[src/rtl/uart_cmd_ctrl.sv]
// UART command-frame controller: parses received byte frames, drives register-file
// writes/reads and ALU operations, and pushes responses into the TX FIFO.
module uart_cmd_ctrl #(
    parameter int DATA_WIDTH = 8,
    parameter int ADDR_WIDTH = 4,
    parameter int FUN_WIDTH  = 4
) (
    input  logic                    CLK,
    input  logic                    RST,
    input  logic [DATA_WIDTH-1:0]   RX_P_DATA,
    input  logic                    RX_D_VLD,
    output logic [ADDR_WIDTH-1:0]   RF_Address,
    output logic                    RF_WrEn,
    output logic                    RF_RdEn,
    output logic [DATA_WIDTH-1:0]   RF_WrData,
    input  logic [DATA_WIDTH-1:0]   RF_RdData,
    input  logic                    RF_RdData_VLD,
    output logic                    ALU_EN,
    output logic [FUN_WIDTH-1:0]    ALU_FUN,
    input  logic [2*DATA_WIDTH-1:0] ALU_OUT,
    input  logic                    ALU_OUT_VLD,
    output logic                    CLK_GATE_EN,
    output logic [DATA_WIDTH-1:0]   TX_P_DATA,
    output logic                    TX_D_VLD,
    input  logic                    FIFO_FULL,
    output logic                    CMD_ERR
);

    localparam logic [DATA_WIDTH-1:0] CMD_WR      = DATA_WIDTH'(8'hAA);
    localparam logic [DATA_WIDTH-1:0] CMD_RD      = DATA_WIDTH'(8'hBB);
    localparam logic [DATA_WIDTH-1:0] CMD_ALU_OP  = DATA_WIDTH'(8'hCC);
    localparam logic [DATA_WIDTH-1:0] CMD_ALU_NOP = DATA_WIDTH'(8'hDD);

    typedef enum logic [3:0] {
        ST_IDLE,
        ST_WR_ADDR,
        ST_WR_DATA,
        ST_RD_ADDR,
        ST_RD_WAIT,
        ST_ALU_A,
        ST_ALU_B,
        ST_ALU_FUN,
        ST_ALU_WAIT,
        ST_TX_LO,
        ST_TX_HI
    } state_t;

    // Every output is a flop; the next-value logic fills this whole bundle.
    typedef struct packed {
        logic [ADDR_WIDTH-1:0] rf_address;
        logic                  rf_wr_en;
        logic                  rf_rd_en;
        logic [DATA_WIDTH-1:0] rf_wr_data;
        logic                  alu_en;
        logic [FUN_WIDTH-1:0]  alu_fun;
        logic                  clk_gate_en;
        logic [DATA_WIDTH-1:0] tx_p_data;
        logic                  tx_d_vld;
        logic                  cmd_err;
    } ctrl_t;

    state_t                  state_q, state_d;
    ctrl_t                   ctrl_q, ctrl_d;
    logic [2*DATA_WIDTH-1:0] resp_q, resp_d;
    logic                    resp_two_q, resp_two_d;

    // NOTE: every register here is control or a small datapath latch, so all of
    // them take the async reset and the outputs read 0 the moment RST falls.
    always_ff @(posedge CLK or negedge RST) begin
        if (!RST) begin
            state_q    <= ST_IDLE;
            ctrl_q     <= '0;
            resp_q     <= '0;
            resp_two_q <= 1'b0;
        end else begin
            // NOTE: non-blocking so every flop samples pre-edge values.
            state_q    <= state_d;
            ctrl_q     <= ctrl_d;
            resp_q     <= resp_d;
            resp_two_q <= resp_two_d;
        end
    end

    always_comb begin
        // NOTE: defaults first so every path assigns every signal; no latches.
        state_d          = state_q;
        ctrl_d           = ctrl_q;
        ctrl_d.rf_wr_en  = 1'b0;
        ctrl_d.rf_rd_en  = 1'b0;
        ctrl_d.alu_en    = 1'b0;
        ctrl_d.tx_d_vld  = 1'b0;
        ctrl_d.cmd_err   = 1'b0;
        resp_d           = resp_q;
        resp_two_d       = resp_two_q;

        unique case (state_q)
            ST_IDLE: begin
                if (RX_D_VLD) begin
                    case (RX_P_DATA)
                        CMD_WR:      state_d = ST_WR_ADDR;
                        CMD_RD:      state_d = ST_RD_ADDR;
                        CMD_ALU_OP:  state_d = ST_ALU_A;
                        CMD_ALU_NOP: state_d = ST_ALU_FUN;
                        default:     ctrl_d.cmd_err = 1'b1;
                    endcase
                end
            end
            ST_WR_ADDR: begin
                if (RX_D_VLD) begin
                    ctrl_d.rf_address = RX_P_DATA[ADDR_WIDTH-1:0];
                    state_d           = ST_WR_DATA;
                end
            end
            ST_WR_DATA: begin
                if (RX_D_VLD) begin
                    ctrl_d.rf_wr_data = RX_P_DATA;
                    ctrl_d.rf_wr_en   = 1'b1;
                    state_d           = ST_IDLE;
                end
            end
            ST_RD_ADDR: begin
                if (RX_D_VLD) begin
                    ctrl_d.rf_address = RX_P_DATA[ADDR_WIDTH-1:0];
                    ctrl_d.rf_rd_en   = 1'b1;
                    state_d           = ST_RD_WAIT;
                end
            end
            ST_RD_WAIT: begin
                ctrl_d.cmd_err = RX_D_VLD;
                if (RF_RdData_VLD) begin
                    resp_d     = {{DATA_WIDTH{1'b0}}, RF_RdData};
                    resp_two_d = 1'b0;
                    state_d    = ST_TX_LO;
                end
            end
            // Operands land in RF addresses 0 and 1 before the ALU is started.
            ST_ALU_A: begin
                if (RX_D_VLD) begin
                    ctrl_d.rf_address = ADDR_WIDTH'(0);
                    ctrl_d.rf_wr_data = RX_P_DATA;
                    ctrl_d.rf_wr_en   = 1'b1;
                    state_d           = ST_ALU_B;
                end
            end
            ST_ALU_B: begin
                if (RX_D_VLD) begin
                    ctrl_d.rf_address = ADDR_WIDTH'(1);
                    ctrl_d.rf_wr_data = RX_P_DATA;
                    ctrl_d.rf_wr_en   = 1'b1;
                    state_d           = ST_ALU_FUN;
                end
            end
            ST_ALU_FUN: begin
                if (RX_D_VLD) begin
                    ctrl_d.alu_fun = RX_P_DATA[FUN_WIDTH-1:0];
                    ctrl_d.alu_en  = 1'b1;
                    state_d        = ST_ALU_WAIT;
                end
            end
            ST_ALU_WAIT: begin
                ctrl_d.cmd_err = RX_D_VLD;
                if (ALU_OUT_VLD) begin
                    resp_d     = ALU_OUT;
                    resp_two_d = 1'b1;
                    state_d    = ST_TX_LO;
                end
            end
            ST_TX_LO: begin
                ctrl_d.cmd_err = RX_D_VLD;
                if (!FIFO_FULL) begin
                    ctrl_d.tx_p_data = resp_q[DATA_WIDTH-1:0];
                    ctrl_d.tx_d_vld  = 1'b1;
                    state_d          = resp_two_q ? ST_TX_HI : ST_IDLE;
                end
            end
            ST_TX_HI: begin
                ctrl_d.cmd_err = RX_D_VLD;
                if (!FIFO_FULL) begin
                    ctrl_d.tx_p_data = resp_q[2*DATA_WIDTH-1:DATA_WIDTH];
                    ctrl_d.tx_d_vld  = 1'b1;
                    state_d          = ST_IDLE;
                end
            end
            default: state_d = ST_IDLE;
        endcase

        // Gate follows the registered state so it rises with entry to the FUN state.
        ctrl_d.clk_gate_en = (state_d == ST_ALU_FUN) || (state_d == ST_ALU_WAIT);
    end

    assign RF_Address  = ctrl_q.rf_address;
    assign RF_WrEn     = ctrl_q.rf_wr_en;
    assign RF_RdEn     = ctrl_q.rf_rd_en;
    assign RF_WrData   = ctrl_q.rf_wr_data;
    assign ALU_EN      = ctrl_q.alu_en;
    assign ALU_FUN     = ctrl_q.alu_fun;
    assign CLK_GATE_EN = ctrl_q.clk_gate_en;
    assign TX_P_DATA   = ctrl_q.tx_p_data;
    assign TX_D_VLD    = ctrl_q.tx_d_vld;
    assign CMD_ERR     = ctrl_q.cmd_err;

endmodule

[config.mk]
export PLATFORM = sky130hd
export DESIGN_NAME = uart_cmd_ctrl
export DESIGN_NICKNAME = d
export VERILOG_FILES = /design/src/rtl/uart_cmd_ctrl.sv
export SDC_FILE = /design/constraint.sdc
export NUM_CORES = 1
export LEC_CHECK = 0
export ABC_AREA = 1
export CAP_MARGIN = 20
export CORE_UTILIZATION = 45
export CTS_BUF_LIST = sky130_fd_sc_hd__clkbuf_2 sky130_fd_sc_hd__clkbuf_4 sky130_fd_sc_hd__clkbuf_8
export CTS_CLUSTER_SIZE = 12
export DETAILED_ROUTE_END_ITERATION = 10
export PLACE_DENSITY = 0.87
export SLEW_MARGIN = 20
export SYNTH_ARGS = -nofsm -noshare
export SYNTH_HDL_FRONTEND = slang
export SYNTH_SLANG_ARGS = --single-unit
[constraint.sdc]
create_clock -name CLK -period 2.72 [get_ports CLK]
set_clock_uncertainty 0.2 [all_clocks]
set_input_delay 0.408 -clock CLK [delete_from_list [all_inputs] [get_ports CLK]]
set_output_delay 0.408 -clock CLK [all_outputs]
set_load 0.005 [all_outputs]
==> results.yml <==
timing:
  report.final.hold_viol_count: 0
  slew_viol_final: 0
  period_needed_ns: 2.05
  holdWs_ns: 0.290
  fin_crit_sh_pct: 75.3
  max-slew-margin-rel_pct: 57.8
  tightest_slew_ns: 0.633
  setup_ws_ns: 0.671
  finalSetupTns_ns: 0
  setup_violations: 0
  fmax_mhz: 488
  grt_setup_unrepaired: "no"
synthesis:
  netlist_area_mm2: 0.00240
  yosysTopAreaCellShare_pct: 53.2
  synthTopCellsByCount: "nand2_1, dfrtp_1, nand3_1"
  postSynth.asyncResetShare_pct: 100
  syn-mean-instance-area_um2: 8.19
  synth_top_cell_by_area: "dfrtp_1"
  seq_area_frac_synth_pct: 53.2
  synth_most_common_cell: "nand2_1"
  ys_seq_elements: 51
  syn_nets: 331
  yosys-top-cells-area: "dfrtp_1, nand2_1, nand3_1"
  syn_inst: 293
  ys_types: 23
  synthFlopType: "dfrtp_1"
  synth-edff-count: 0
  ys_warn_count: 0
clocking:
  cts_buffers: 5
  insertion_delay_ns: 0.31
  cts.reportedPaths.clkPinSlew_ns: 0.09
  clock-root-buffer: "clkbuf_8"
  cts_buffer_depth: 2
  clock_sinks: 51
  cts_tree: "built"
  cts-htree-levels: 2
  post_cts_buffers: 0
finish:
  final_cells: 436
  fin_nets: 403
  area_growth_syn_to_layout_pct: 34.9
  drive_above_1_share_pct: 7.65
  antennaDiodeCount: 0
  final_area_mm2: 0.00324
  n_fill_cell: 462
floorplanning:
  dieArea_mm2: 0.00563
  fp.dieH_um: 75.0
  ios: 68
  coreArea_mm2: 0.00511
  floorplan.initialDensity_pct: 47.0
  std_cell_rows: 26
  die_w_um: 75.0
worst_hold_path:
  holdCritPathClass: "reg -> reg"
  hold_start: "ALU_FUN[1]"
  hold_depth: 2
critical_path:
  max_stage_delay_ns: 0.50
  critPathLaunch: "state_q[3]"
  end_kind: "register"
  rr_startpoint: "state_q[3]"
  r2r_cells: 9
  crit_arrival_ns: 2.06
  crit_slowest_cell: "dfrtp_1"
  path_max_fanout: 12
  path_cells: "inv_1 -> nor2_2 -> buf_4 -> nand2_1 -> nand2_1 -> nor3_1 -> nor2_1 -> nand2_1 -> nand2_1"
  cpMostUsedCell: "nand2_1"
  cp-start-kind: "register"
  required_ns: 2.73
  critPathKind: "reg -> reg"
global_routing:
  first_global_vias: 2061
  grt_overflow: 0
  grt_pass1_wl_um: 9580
  antenna_found_initial: 0
  grt_usage_pct: 22.7
  grt_max_degree: 31
routing:
  drt-total-wl_um: 5650
  drcViolationCount: 0
  drt-initial-drc-count: 147
  firstDrtPassIters: 5
  antenna_left: 0
  dr_total_vias: 2174
  avgViaCountPerCell: 4.99
  wire_per_inst_um: 13.0
power:
  vdd_drop_max_mv: 0.337
  p_leak_nw: 1.56
  pwr_density_cell_mw_per_mm2: 885
place:
  dp_slack_ns: 0.500
  dp.cells: 427
  io_buffers: 67
  place_congestion: 0.855
  dpl_cell_area_mm2: 0.00314
  dp_hpwl_um: 4400
run_status:
  outcome: "finished, final reports clean"
flow_run:
  drv_cap: 0
state kept, by name, indices dropped and copies added, names as in the netlist:
name	count
RF_WrData	8
ALU_EN	1
resp_two_q	1
RF_RdEn	1
RF_Address	4
TX_D_VLD	1
CMD_ERR	1
resp_q	16
TX_P_DATA	8
RF_WrEn	1
state_q	4
ALU_FUN	4
CLK_GATE_EN	1
report_power, final:
group | total (W) | switching [W] | internal, W
combinational | 0.00118 | 0.000579 | 0.000598
clock | 0.000440 | 0.000259 | 0.000182
sequential | 0.00125 | 0.000193 | 0.00106
total | 0.00287 | 0.00103 | 0.00183
critical path, delay by kind of cell, from the launching register on:
kind | cells | cell delay [ns]
buffers and inverters | 2 | 0.28
flip-flops | 1 | 0.50
AND/OR/NAND/NOR | 7 | 0.95
layout make-up:
cell class                      count  area (µm²)  share of cell area [%]
Sequential cell                    51        1280                    39.4
Multi-Input combinational cell    197         927                    28.6
Timing Repair Buffer               75         728                    22.5
Inverter                           35         131                    4.06
Tap cell                           70        87.6                    2.70
Clock buffer                        5        68.8                    2.13
Clock inverter                      3        18.8                   0.580
cells in the final DEF, fill, tap and decap left out, drive strengths merged:
cell,Yosys,routed
a21boi,1,1
a21o,1,1
a21oi,5,5
a31oi,16,16
buf,8,8
clkbuf,2,5
clkdlybuf4s50,0,66
clkinv,0,2
dfrtp,51,51
dlygate4sd3,0,1
inv,35,36
nand2,76,76
nand3,35,35
nor2,37,37
nor3,2,2
o21ai,24,24
routing by layer:
metal | vias to the layer above | part of all wire (%) | global-route usage, %
li1 | 1086 | - | -
met3 | 13 | 5.1 | 4.42
met5 | - | 0 | 0
met4 | 0 | 2.0 | 7.97
met2 | 60 | 47 | 34.4
met1 | 1015 | 46 | 32.7
metrics by stage:
stage          utilization [%]  total power (W)
2_1_floorplan                -          0.00187
3_3_place_gp              61.5          0.00240
3_5_place_dp              61.5          0.00244
4_1_cts                   63.4          0.00287
5_1_grt                   63.4          0.00309
6_report                  63.4          0.00287
timing repair:
action                                  4_1_cts  5_1_grt
endpoints found under the setup margin        0        0
hold buffers                                  1        0
gates resized for setup                       0        0
endpoints found under the hold margin        28        0
logic make-up (layout without fill, tap and decap cells):
| kind of cell | Yosys count | in the layout | share of synthesized area [%] |
|---|---|---|---|
| AND/OR/NAND/NOR | 150 | 150 | 26.4 |
| flip-flops | 51 | 51 | 53.2 |
| AO/OA/AOI/OAI | 47 | 47 | 12.2 |
| buffers and inverters | 45 | 118 | 8.19 |
path summary, 6_finish.rpt:
kind	end	slack [ns]
min in group asynchronous	resp_q[3]	0.44
max in group asynchronous	resp_q[4]	1.27
max reg2reg	CLK_GATE_EN	0.67
max	CLK_GATE_EN	0.67
min	ALU_FUN[1]	0.29
min reg2reg	ALU_FUN[1]	0.29
No activity file was read; power rests on OpenSTA's default activity.
